## config.mk

```make
export PLATFORM = sky130hd
export DESIGN_NAME = compressed_sensing_core
export DESIGN_NICKNAME = d
export VERILOG_FILES = /design/src/rtl/compressed_sensing_core_pkg.sv /design/src/rtl/compressed_sensing_core_lfsr16.sv /design/src/rtl/compressed_sensing_core.sv
export SDC_FILE = /design/constraint.sdc
export NUM_CORES = 1
export LEC_CHECK = 0
export ABC_AREA = 1
export BUFFER_PORTS_ARGS = -buffer_cell sky130_fd_sc_hd__buf_2
export CAP_MARGIN = 5
export CORE_MARGIN = 4
export CORE_UTILIZATION = 55
export CTS_CLUSTER_DIAMETER = 40
export DETAILED_ROUTE_END_ITERATION = 8
export MAX_ROUTING_LAYER = met4
export PLACE_DENSITY = 0.71
export RECOVER_POWER = 50
export SYNTH_ARGS = -nofsm -noshare
export SYNTH_HDL_FRONTEND = slang
export SYNTH_SLANG_ARGS = --single-unit
```

## constraint.sdc

```tcl
create_clock -name sys_clk -period 2.75 [get_ports sys_clk]
set_input_delay 0.4125 -clock sys_clk [delete_from_list [all_inputs] [get_ports sys_clk]]
set_output_delay 0.4125 -clock sys_clk [all_outputs]
set_load 0.05 [all_outputs]
```

## src/rtl/compressed_sensing_core_pkg.sv

```systemverilog
`default_nettype none
// ============================================================================
// Module   : compressed_sensing_core_pkg
// Purpose  : Shared constants, types and helpers for the compressed-sensing
//            frame encoder (frame/window sizes, LFSR seed and taps, widths).
// Revision : 1.0 - initial release
// ============================================================================
package compressed_sensing_core_pkg;

    // Frame geometry
    localparam int N_SAMPLES = 96;
    localparam int WIN_LEN   = 12;

    // Sensing sequence: x^16+x^14+x^13+x^11+1, shifted right.
    // The feedback bit is the XOR of state bits 0, 2, 3 and 5.
    localparam logic [15:0] LFSR_SEED = 16'hACE1;
    localparam logic [15:0] LFSR_TAPS = 16'h002D;

    // Datapath widths
    localparam int SAMPLE_W = 4;
    localparam int MEAS_W   = 4;
    localparam int CNT_W    = 8;
    localparam int ACC_W    = 8;

    localparam logic [ACC_W-1:0] MEAS_MAX = ACC_W'((1 << MEAS_W) - 1);

    typedef logic [SAMPLE_W-1:0] sample_t;
    typedef logic [MEAS_W-1:0]   meas_t;
    typedef logic [ACC_W-1:0]    acc_t;
    typedef logic [CNT_W-1:0]    cnt_t;

    // Clamp a window sum to the measurement range.
    function automatic meas_t sat_meas(input acc_t sum);
        meas_t res;
        if (sum > MEAS_MAX) begin
            res = meas_t'(MEAS_MAX);
        end else begin
            res = sum[MEAS_W-1:0];
        end
        return res;
    endfunction

endpackage : compressed_sensing_core_pkg
`default_nettype wire

```

## src/rtl/compressed_sensing_core_lfsr16.sv

```systemverilog
`default_nettype none
// ============================================================================
// Module   : cs_lfsr16
// Purpose  : 16-bit Fibonacci LFSR generating the 0/1 sensing sequence phi.
//            Loads SEED on reset, advances one step per enabled clock.
// Revision : 1.0 - initial release
// ============================================================================
module cs_lfsr16
    import compressed_sensing_core_pkg::*;
#(
    parameter logic [15:0] SEED = LFSR_SEED
) (
    input  logic sys_clk,
    input  logic sys_reset,
    input  logic step_en,
    output logic phi
);

    logic [15:0] r_state;
    logic        w_feedback;

    assign w_feedback = ^(r_state & LFSR_TAPS);
    assign phi        = r_state[0];

    // Shift right, inserting the feedback bit at the top; reseed on reset.
    always_ff @(posedge sys_clk or negedge sys_reset) begin
        if (!sys_reset) begin
            r_state <= SEED;
        end else if (step_en) begin
            r_state <= {w_feedback, r_state[15:1]};
        end
    end

endmodule : cs_lfsr16
`default_nettype wire

```

## src/rtl/compressed_sensing_core.sv

```systemverilog
`default_nettype none
// ============================================================================
// Module   : compressed_sensing_core
// Purpose  : Streaming compressed-sensing encoder. Walks a 96-sample frame,
//            accumulates phi-selected samples per 12-sample window and emits a
//            saturated 4-bit measurement per window. Freezes at frame end.
// Revision : 1.0 - initial release
// ============================================================================
module compressed_sensing_core
    import compressed_sensing_core_pkg::*;
#(
    parameter int          N_SAMPLES_P = compressed_sensing_core_pkg::N_SAMPLES,
    parameter int          WIN_LEN_P   = compressed_sensing_core_pkg::WIN_LEN,
    parameter logic [15:0] SEED_P      = compressed_sensing_core_pkg::LFSR_SEED
) (
    input  logic                sys_clk,
    input  logic                sys_reset,
    input  logic [SAMPLE_W-1:0] values,
    output logic [MEAS_W-1:0]   output_symbols,
    output logic [CNT_W-1:0]    value_counter,
    output logic                end_flag
);

    localparam int         WIN_W        = (WIN_LEN_P > 1) ? $clog2(WIN_LEN_P) : 1;
    localparam cnt_t       C_CNT_END    = cnt_t'(N_SAMPLES_P);
    localparam cnt_t       C_CNT_LAST   = cnt_t'(N_SAMPLES_P - 1);
    localparam logic [WIN_W-1:0] C_WIN_LAST = WIN_W'(WIN_LEN_P - 1);

    logic [WIN_W-1:0] r_win_cnt;
    acc_t             r_acc;
    meas_t            r_symbols;
    cnt_t             r_counter;
    logic             r_end_flag;

    logic             w_sample;
    logic             w_phi;
    logic             w_win_last;
    acc_t             w_contrib;
    acc_t             w_sum;

    // A sample is consumed on every edge until the index reaches the frame end.
    assign w_sample   = (r_counter < C_CNT_END);
    assign w_win_last = (r_win_cnt == C_WIN_LAST);
    assign w_contrib  = w_phi ? acc_t'(values) : '0;
    assign w_sum      = r_acc + w_contrib;

    cs_lfsr16 #(
        .SEED      (SEED_P)
    ) u_lfsr (
        .sys_clk   (sys_clk),
        .sys_reset (sys_reset),
        .step_en   (w_sample),
        .phi       (w_phi)
    );

    // Index counter, window accumulation, measurement register and frame-end flag.
    always_ff @(posedge sys_clk or negedge sys_reset) begin
        if (!sys_reset) begin
            r_counter  <= '0;
            r_win_cnt  <= '0;
            r_acc      <= '0;
            r_symbols  <= '0;
            r_end_flag <= 1'b0;
        end else if (w_sample) begin
            r_counter <= r_counter + cnt_t'(1);
            if (r_counter == C_CNT_LAST) begin
                r_end_flag <= 1'b1;
            end
            if (w_win_last) begin
                r_symbols <= sat_meas(w_sum);
                r_acc     <= '0;
                r_win_cnt <= '0;
            end else begin
                r_acc     <= w_sum;
                r_win_cnt <= r_win_cnt + WIN_W'(1);
            end
        end
    end

    assign output_symbols = r_symbols;
    assign value_counter  = r_counter;
    assign end_flag       = r_end_flag;

endmodule : compressed_sensing_core
`default_nettype wire

```

==> impl_metrics.toml, run 1 <==
[run_status]
run_status = "finished with violations"
failed_checks = "max-capacitance violations, max-slew violations"

[power]
internal_power_w = 0.0007537
worst_supply_voltage_drop_on_vdd_mv = 0.3813
sw_frac_of_total = 0.2088
combinationalPowerShare = 0.015
power.share.clock = 0.352
switching_power_w = 0.0001989
cellLeakagePower_nw = 1.158
power.sequential.fraction = 0.633
power_density_mw_per_mm2 = 436.1

[sta]
finalCriticalPeriod_ns = 2.260
relative_slew_slack = -0.3756
maxSlewViolCount = 42
clock.fmax_mhz = 442.5
period_share = 0.8219
final-hold-violation-count = 0
finalClockSkew_ns = 0.008128
final_critical_path_setup_slack_ns = 0.4899
unrepaired_setup_endpoints_after_global_routing = "false"
finalSetupViolations = 0
totalNegativeSetupSlack_ns = 0
timing_worst_slew_pin_value_ns = 2.063

[worst_setup_path]
arrival_ns = 2.50
critPathKind = "reg -> reg"
worst_ep_required_time_ns = 2.99
crit_fanout = 6
worst_setup_path_start_kind = "register"
worst_setup_path_end_kind = "register"

[floorplan]
chipWidth_um = 68.26
initial_core_utilization = 0.5846
placement_rows = 21
fp.coreArea_mm2 = 0.003416
floorplan.die_area_mm2 = 0.004659
num_io_pins = 19
chipHeight_um = 68.26

[clocking]
worst_skew_pair.late_latency_ns = 0.35
cts-resized-gates = 0
cts_setup_buffers = 0
post_cts_hold_buffer_count = 0
tritoncts.num_buffers = 5
tritoncts = "built"
clk_pin_slew_ns = 0.11
clkSinkCount = 41
clock_tree.root_cell = "clkbuf_4"
htree_levels = 2
clock_path_buffers = 2

[layout]
antennaDiodeCount = 0
post_route_cells_drive_above_1_share = 0.1660
layout.nets = 259
area.growth.synth_to_final_pct = 9.399

[grt]
vias_in_the_first_global_route = 1326
grt_util_all_layers = 0.1768
global_route.overflow_total = 0
grt_start_max_net_pins = 42
global_route_wire_length_before_repair_mm = 5.906
grt_antenna_before_repair = 0

[place]
post-dp-hpwl_mm = 2.487
port-buffer-count = 18
pre_cts_ws_ns = 0.5671
finalWeightedCongestion = 0.8150

[worst_hold_path]
worstHoldPathType = "reg -> reg"

[synth]
summed_instance_area_of_the_synthesized_netlist_mm2 = 0.001997
synthFlopType = "dfrtp_1"
synth_edf_count = 0
yosys_warnings = 0
post_synth_inst_count = 226
postSynthNetCount = 239
postSynth.asyncResetShare = 1.000
post_synth_num_cell_types = 25
ys_ff_latch = 41
synth_area_per_cell_um2 = 8.836
synth_seq_area_share = 0.5188

[drt]
detail_route.drc_violations = 0
vias = 1485
initialDrtViolationCount = 82
route.final.wire_length_mm = 3.482
antenna_violating_nets_post_route = 0
vias_per_cell = 5.068
wire_length_per_cell_after_detailed_routing_um = 11.88
drt_pass1_iterations = 4

[job]
cap_violations = 1
-- cell families after synthesis --
logic type / count (synthesis) / share of synthesized area
flops: 41 / 0.5188
buf+inv: 39 / 0.07832
compound gates: 35 / 0.09963
fa+ha+maj: 7 / 0.04762
xor+xnor: 10 / 0.04386
simple gates: 94 / 0.2118
-- layout by cell type (no fill, tap or decap), drive strengths merged --
cell	synthesis	routed
clkbuf	2	9
dfstp	8	8
ha	6	6
buf	4	17
inv	33	33
o22ai	3	3
xnor2	5	5
a31o	1	1
nand2	58	58
a21oi	7	7
clkinv	0	1
nand3	13	13
nor4	1	1
dfrtp	33	33
a41o	1	1
nor2	18	18
fa	1	1
a22o	3	3
nand4	2	2
nor3	2	2
o21ai	20	20
xor2	5	5
-- sequential cells by signal, summed over array words and instances (netlist names) --
register / cells
value_counter: 8
end_flag: 1
r_acc: 8
u_lfsr.r_state: 16
r_win_cnt: 4
output_symbols: 4
-- Yosys cell counts (2+ instances only) --
cell      number  share of area
buf_4          2         0.0075
nand2_1       57           0.11
nand4_1        2         0.0063
o21ai_0       20          0.050
a21oi_1        7          0.018
dfrtp_1       33           0.41
buf_2          2         0.0050
nand3_2        2          0.010
xnor2_1        5          0.022
a22o_1         3          0.013
inv_1         33          0.062
ha_1           6          0.038
o22ai_1        3         0.0094
xor2_1         5          0.022
nor2_4         2          0.011
nor3_2         2          0.010
nand3_1       11          0.028
dfstp_2        8           0.11
clkbuf_1       2         0.0038
nor2_1        16          0.030
-- worst max-delay path, stage by stage (launching register included) --
cell and delay (ns):
dfstp_1 0.64, nand2_1 0.07, inv_1 0.06, ha_1 0.17
inv_1 0.06, fa_1 0.40, inv_1 0.09, nand3_1 0.09
nand2_1 0.10, nand2_1 0.05, nand2_1 0.09, nand3_2 0.10
nor2_4 0.16, a21oi_1 0.08
-- per-stage QoR --
stage               hold slack, ns  cells  instance area [um^2]    util  total power, W
global placement            0.4064    285                  2120  0.6205       0.0006302
finish                      0.4322    293                  2185  0.6396       0.0009526
global route                0.4573    293                  2185  0.6396       0.0009891
CTS                         0.1937    293                  2190  0.6410       0.0009675
floorplan                   0.1169    226                  1997       -       0.0006146
detailed placement          0.4099    285                  2120  0.6205       0.0006301
-- final timing paths --
check / from / endpoint / slack, ns / cells after the start
min in group asynchronous: sys_reset / u_lfsr.r_state[3] / 0.64 / 1
hold / removal: value_counter[7] / value_counter[7] / 0.43 / 0
setup / recovery: u_lfsr.r_state[0] / output_symbols[1] / 0.49 / 13
setup reg to reg: u_lfsr.r_state[0] / output_symbols[1] / 0.49 / 13
hold reg to reg: value_counter[7] / value_counter[7] / 0.43 / 0
max in group asynchronous: sys_reset / u_lfsr.r_state[12] / 0.93 / 1
-- power groups by stage --
stage | clock network [W] | logic (W) | registers, W
after floorplan | 0 | 0.000000000483 | 0.000615
after global placement | 0 | 0.0000157 | 0.000614
after global routing | 0.000369 | 0.0000168 | 0.000603
final | 0.000335 | 0.0000143 | 0.000603
after detailed placement | 0 | 0.0000157 | 0.000614
after CTS | 0.000348 | 0.0000158 | 0.000603
-- cell type report --
type	instances	area, um^2
clock buffer	7	65.06
clock inverter	1	5.005
fill	295	1231
inverter	33	123.9
multi-input combinational	146	804.5
sequential	41	1036
tap	46	57.56
timing repair buffer	19	92.59
-- per-layer routing --
metal / wire (um) / global-route usage / vias to the layer above
met5: 0 / - / -
met4: 47 / 0.05211 / 0
met3: 163 / 0.04926 / 7
met2: 1590 / 0.2635 / 34
met1: 1681 / 0.2357 / 687
li1: - / - / 757
Power figures use the tool's default switching activity.
==> inputs of run 2 (changes only) <==
--- a/config.mk
+++ b/config.mk
@@ -9,11 +9,11 @@
 export BUFFER_PORTS_ARGS = -buffer_cell sky130_fd_sc_hd__buf_2
 export CAP_MARGIN = 5
 export CORE_MARGIN = 4
-export CORE_UTILIZATION = 55
+export CORE_UTILIZATION = 52
 export CTS_CLUSTER_DIAMETER = 40
 export DETAILED_ROUTE_END_ITERATION = 8
 export MAX_ROUTING_LAYER = met4
-export PLACE_DENSITY = 0.71
+export PLACE_DENSITY = 0.7
 export RECOVER_POWER = 50
 export SYNTH_ARGS = -nofsm -noshare
 export SYNTH_HDL_FRONTEND = slang
==> constraint.sdc (replaced) <==
create_clock -name sys_clk -period 1.9 [get_ports sys_clk]
set_input_delay 0.285 -clock sys_clk [delete_from_list [all_inputs] [get_ports sys_clk]]
set_output_delay 0.285 -clock sys_clk [all_outputs]
set_load 0.05 [all_outputs]
==> run 2 against run 1 <==
  * The run ends with negative setup slack left
  * Cell count rose by 6.8%
  * Count of clock-buffer cells in the layout grew 1
  * Sequential power rose by 45%
==> impl_metrics.toml, run 2 (synthesis results as in run 1) <==
[run_status]
run_status = "finished with violations"
failed_checks = "negative setup slack"

[clocking]
clock_path_buffers = 2
tritoncts.num_buffers = 5
clkSinkCount = 41
clk_pin_slew_ns = 0.08
tritoncts = "built"
worst_skew_pair.late_latency_ns = 0.29
htree_levels = 2
clock_tree.root_cell = "clkbuf_8"

[floorplan]
chipWidth_um = 69.97
initial_core_utilization = 0.5414
placement_rows = 22
num_io_pins = 19
floorplan.die_area_mm2 = 0.004896
fp.coreArea_mm2 = 0.003689
chipHeight_um = 69.97

[place]
port-buffer-count = 18
dp_cells = 298
post-dp-hpwl_mm = 2.694
finalWeightedCongestion = 0.8926

[layout]
post_route_cells_drive_above_1_share = 0.2981
mostFrequentLayoutCells = "nand2_1, dfrtp_1, inv_1, o21ai_0"
largest_register_ff_count = 16
antennaDiodeCount = 0
area.growth.synth_to_final_pct = 22.68
finish.utilization = 0.6642
layout_commonest_cell = "nand2_1"
max_flop_register = "u_lfsr.r_state"
fin_cells = 313
layout.nets = 277

[worst_setup_path]
critPathKind = "reg -> reg"
timing.reg2reg.setup_slack_ns = -0.10
worst_ep_required_time_ns = 2.08
worst_setup_path_end_kind = "register"
worst_setup_path_endpoint = "output_symbols[3]"
worst_r2r_path_depth = 13
crit_fanout = 4
timing.rr.start = "u_lfsr.r_state[0]"
arrival_ns = 2.18
worst_setup_path_start_kind = "register"
r2r-end = "output_symbols[3]"
worst_setup_path_startpoint = "u_lfsr.r_state[0]"

[drt]
detail_route.drc_violations = 0
drt_pass1_iterations = 4
vias = 1576
antenna_violating_nets_post_route = 0
initialDrtViolationCount = 92
vias_per_cell = 5.035
wire_length_per_cell_after_detailed_routing_um = 12.19
route.final.wire_length_mm = 3.815

[sta]
period_share = 1.055
timing_worst_slew_pin_value_ns = 1.017
clock.fmax_mhz = 499.0
final-hold-violation-count = 0
totalNegativeSetupSlack_ns = -0.4405
finalCriticalPeriod_ns = 2.004
unrepaired_setup_endpoints_after_global_routing = "true"
finalClockSkew_ns = 0.009323
finalSetupViolations = 7
maxSlewViolCount = 0
relative_slew_slack = 0.3218
final_critical_path_setup_slack_ns = -0.1041

[power]
switching_power_w = 0.0002925
internal_power_w = 0.001175
power_density_mw_per_mm2 = 599.0
power.sequential.fraction = 0.595
sw_frac_of_total = 0.1993
cellLeakagePower_nw = 1.278
power.share.clock = 0.389
worst_supply_voltage_drop_on_vdd_mv = 0.4532
combinationalPowerShare = 0.016

[grt]
grt_antenna_before_repair = 0
global_route_wire_length_before_repair_mm = 6.727
vias_in_the_first_global_route = 1525
global_route.overflow_total = 0
grt_start_max_net_pins = 23
grt_util_all_layers = 0.1769

[job]
cap_violations = 0

[worst_hold_path]
hold_path_depth = 0
worstHoldPathType = "reg -> reg"
==> run 2: changes by cell type in the layout (fill, tap and decap cells not counted), sizes merged <==
cell         before  now
buf              17   33
dlygate4sd3       0    1
clkinv            1    0
clkbuf            9   11
==> run 2: critical path, cell delays in order (launching register included) <==
cell and delay [ns]:
dfstp_2 0.54, nand2_1 0.05, inv_1 0.05, ha_2 0.17, inv_2 0.04, fa_2 0.35
inv_2 0.07, nand3_2 0.08, nand2_2 0.09, nand2_1 0.07, nand2_2 0.08, nand3_2 0.08
nor2_4 0.14, a21oi_1 0.08
==> run 2: power groups by stage <==
stage / logic [W] / clock network [W] / registers [W]
floorplan: 0.000000000457 / 0 / 0.000890
global placement: 0.0000269 / 0 / 0.000889
detailed placement: 0.0000269 / 0 / 0.000889
CTS: 0.0000287 / 0.000590 / 0.000873
global route: 0.0000283 / 0.000627 / 0.000873
finish: 0.0000237 / 0.000571 / 0.000873
==> run 2: worst min-delay path by stage <==
stage	from	end	slack, ns
floorplan	sys_reset	end_flag	-0.01
global placement	sys_reset	u_lfsr.r_state[9]	0.26
detailed placement	sys_reset	u_lfsr.r_state[9]	0.26
CTS	value_counter[7]	value_counter[7]	0.43
global route	value_counter[7]	value_counter[7]	0.46
finish	value_counter[7]	value_counter[7]	0.43
==> run 2: cell type report <==
cell class | instances | area, um^2
Timing Repair Buffer | 37 | 236.5
Clock buffer | 8 | 90.09
Fill cell | 295 | 1239
Inverter | 33 | 123.9
Multi-Input combinational cell | 146 | 903.4
Sequential cell | 41 | 1036
Tap cell | 48 | 60.06
==> run 2: per-stage QoR <==
| step | hold WS (ns) | area [um^2] | total power (W) | worst slack (ns) |
|---|---|---|---|---|
| after floorplan | -0.01059 | 2007 | 0.0008896 | -0.03557 |
| after global placement | 0.2621 | 2227 | 0.0009163 | -0.05566 |
| after detailed placement | 0.2613 | 2227 | 0.0009162 | -0.1087 |
| after CTS | 0.4272 | 2361 | 0.001491 | -0.08748 |
| after global routing | 0.4601 | 2450 | 0.001528 | -0.2266 |
| final | 0.4257 | 2450 | 0.001468 | -0.1041 |
==> run 2: timing repair <==
| item | CTS | global route |
|---|---|---|
| hold buffers | 1 | 0 |
| pin swaps | 0 | 2 |
| gates resized for setup | 3 | 17 |
| setup buffers | 3 | 3 |
| hold endpoints to repair | 14 | 0 |
| gates cloned | 0 | 0 |
| endpoints found under the setup margin | 5 | 9 |
==> run 2: per-layer routing <==
metal	wire, um	GRT usage	part of all wire	up-vias
li1	-	-	-	797
met1	1817	0.2286	0.48	738
met2	1743	0.2655	0.46	30
met3	151	0.03741	0.040	11
met4	103	0.08511	0.027	0
met5	0	-	0	-
==> inputs of run 3 (changes only) <==
--- a/config.mk
+++ b/config.mk
@@ -12,9 +12,11 @@
 export CORE_UTILIZATION = 52
 export CTS_CLUSTER_DIAMETER = 40
 export DETAILED_ROUTE_END_ITERATION = 8
+export HOLD_SLACK_MARGIN = 0.02
 export MAX_ROUTING_LAYER = met4
 export PLACE_DENSITY = 0.7
 export RECOVER_POWER = 50
+export REMOVE_ABC_BUFFERS = 1
 export SYNTH_ARGS = -nofsm -noshare
 export SYNTH_HDL_FRONTEND = slang
 export SYNTH_SLANG_ARGS = --single-unit
==> run 3 against run 2 <==
  * The flow still finishes with violations (negative setup slack)
  * Clock power decreased by 4.7%
  * Clock skew fell by 0.0067 ns
  * Final area grew 0.15%
  * Count of clock-buffer cells in the layout decreased by 2
  * Largest power group unchanged
  * Critical endpoint is now output_symbols[1]
==> impl_metrics.toml, run 3 (synthesis results as in run 1) <==
[clocking]
worst_skew_pair.late_latency_ns = 0.29
tritoncts = "built"
clk_pin_slew_ns = 0.07
tritoncts.num_buffers = 5
htree_levels = 2
clock_tree.root_cell = "clkbuf_8"
clkSinkCount = 41
clock_path_buffers = 2

[power]
cellLeakagePower_nw = 1.261
power_after_layout_w = 0.001442
worst_supply_voltage_drop_on_vdd_mv = 0.4226
power_density_mw_per_mm2 = 587.6

[worst_setup_path]
crit_chain = "nand2_2 -> inv_2 -> ha_4 -> inv_2 -> fa_2 -> inv_2 -> nand3_2 -> nand2_2 -> nand3_2 -> nand2_2 -> nand3_2 -> nor2_4 -> a21oi_2"
worst_setup_path_start_kind = "register"
worst_r2r_path_depth = 13
r2r-end = "output_symbols[1]"
worst_setup_path_endpoint = "output_symbols[1]"
worst_setup_path_end_kind = "register"
crit_path_max_incr_delay_ns = 0.54
worst_setup_path_startpoint = "u_lfsr.r_state[0]"
arrival_ns = 2.15
critPathKind = "reg -> reg"
worst_ep_required_time_ns = 2.08
crit_fanout = 4
timing.rr.start = "u_lfsr.r_state[0]"
slowest_stage = "dfstp_2"
timing.reg2reg.setup_slack_ns = -0.07

[sta]
clock.fmax_mhz = 506.9
period_share = 1.038
timing_worst_slew_pin_value_ns = 1.037
unrepaired_setup_endpoints_after_global_routing = "true"
finalSetupViolations = 5
finalClockSkew_ns = 0.002654
relative_slew_slack = 0.3087
hold_ws_ns = 0.4428
maxSlewViolCount = 0
final_critical_path_setup_slack_ns = -0.07272
final-hold-violation-count = 0
finalCriticalPeriod_ns = 1.973
totalNegativeSetupSlack_ns = -0.2762

[floorplan]
num_io_pins = 19
initial_core_utilization = 0.5414
chipWidth_um = 69.97
chipHeight_um = 69.97
fp.coreArea_mm2 = 0.003689
floorplan.die_area_mm2 = 0.004896
placement_rows = 22

[drt]
vias = 1566
wire_length_per_cell_after_detailed_routing_um = 13.22
drt_pass1_iterations = 4
route.final.wire_length_mm = 4.137
vias_per_cell = 5.003
antenna_violating_nets_post_route = 0
initialDrtViolationCount = 88
detail_route.drc_violations = 0

[place]
post-dp-hpwl_mm = 2.873
finalWeightedCongestion = 0.9260
dp_cells = 300
port-buffer-count = 18

[grt]
grt_antenna_before_repair = 0
global_route_wire_length_before_repair_mm = 7.417
global_route.overflow_total = 0
grt_start_max_net_pins = 20
grt_util_all_layers = 0.1951
vias_in_the_first_global_route = 1554

[layout]
n_fill_cell = 320
finish.utilization = 0.6652
multi_input_area_um2 = 918.4
area.growth.synth_to_final_pct = 22.87
antennaDiodeCount = 0
layout.nets = 277
largest_register_ff_count = 16
mostFrequentLayoutCells = "nand2_1, dfrtp_1, inv_1, o21ai_0, buf_2"
post_route_cells_drive_above_1_share = 0.3283
final-seq-area_mm2 = 0.001036
fin_cells = 313
layout_commonest_cell = "nand2_1"
max_flop_register = "u_lfsr.r_state"

[run_status]
run_status = "finished with violations"
failed_checks = "negative setup slack"

[worst_hold_path]
hold_path_depth = 0
hold_path_startpoint = "value_counter[7]"
worstHoldPathType = "reg -> reg"

[job]
cap_violations = 0
==> run 3: cell types whose count changed in the layout (fill, tap and decap cells not counted), sizes merged <==
| cell | previous run | this run |
|---|---|---|
| clkbuf | 11 | 9 |
| clkinv | 0 | 2 |
==> run 3: worst max-delay path, delay by kind of cell, from the launching register on <==
family                     cells  cell delay (ns)
adders and majority gates      2             0.47
AOI/OAI and AO/OA              1             0.08
DFF                            1             0.54
buffers and inverters          3             0.15
and+or+nand+nor                7             0.62
==> run 3: stage by stage <==
step                      area [um^2]  setup slack, ns
after floorplan                  1964          -0.1963
after global placement           2220          -0.1108
after detailed placement         2220          -0.1584
after CTS                        2379          -0.1344
after global routing             2454          -0.2138
final                            2454         -0.07272
==> run 3: worst min path at each step <==
stage                             end  slack (ns)
CTS                  value_counter[7]        0.45
floorplan                    end_flag       -0.01
finish               value_counter[7]        0.44
detailed placement  u_lfsr.r_state[1]        0.25
global route         value_counter[7]        0.47
global placement    u_lfsr.r_state[1]        0.26
==> run 3: area by class of cell <==
cell class	instances	share of cell area
Timing Repair Buffer	37	0.09485
Clock inverter	2	0.004080
Inverter	33	0.05048
Clock buffer	6	0.02958
Multi-Input combinational cell	146	0.3743
Sequential cell	41	0.4222
Tap cell	48	0.02448
==> run 3: layer usage <==
layer | vias to the layer above | track usage | routed length, um
met3 | 6 | 0.04892 | 155
met5 | - | - | 0
li1 | 789 | - | -
met1 | 738 | 0.2562 | 1927
met4 | 0 | 0.06170 | 60
met2 | 33 | 0.2980 | 1993
==> run 3: repair_timing <==
action | in CTS | in global routing
hold buffers | 1 | 0
pin swaps | 7 | 10
hold endpoints to repair | 13 | 0
resized for setup | 13 | 19
setup endpoints to repair | 6 | 10
setup buffers | 3 | 2
==> run 3: power breakdown <==
part	internal (W)	leakage [nW]	switching [W]
Clock	0.000254	0.0450	0.000289
Sequential	0.000873	0.525	0
Combinational	0.00000604	0.690	0.0000190
Total	0.00113	1.26	0.000308
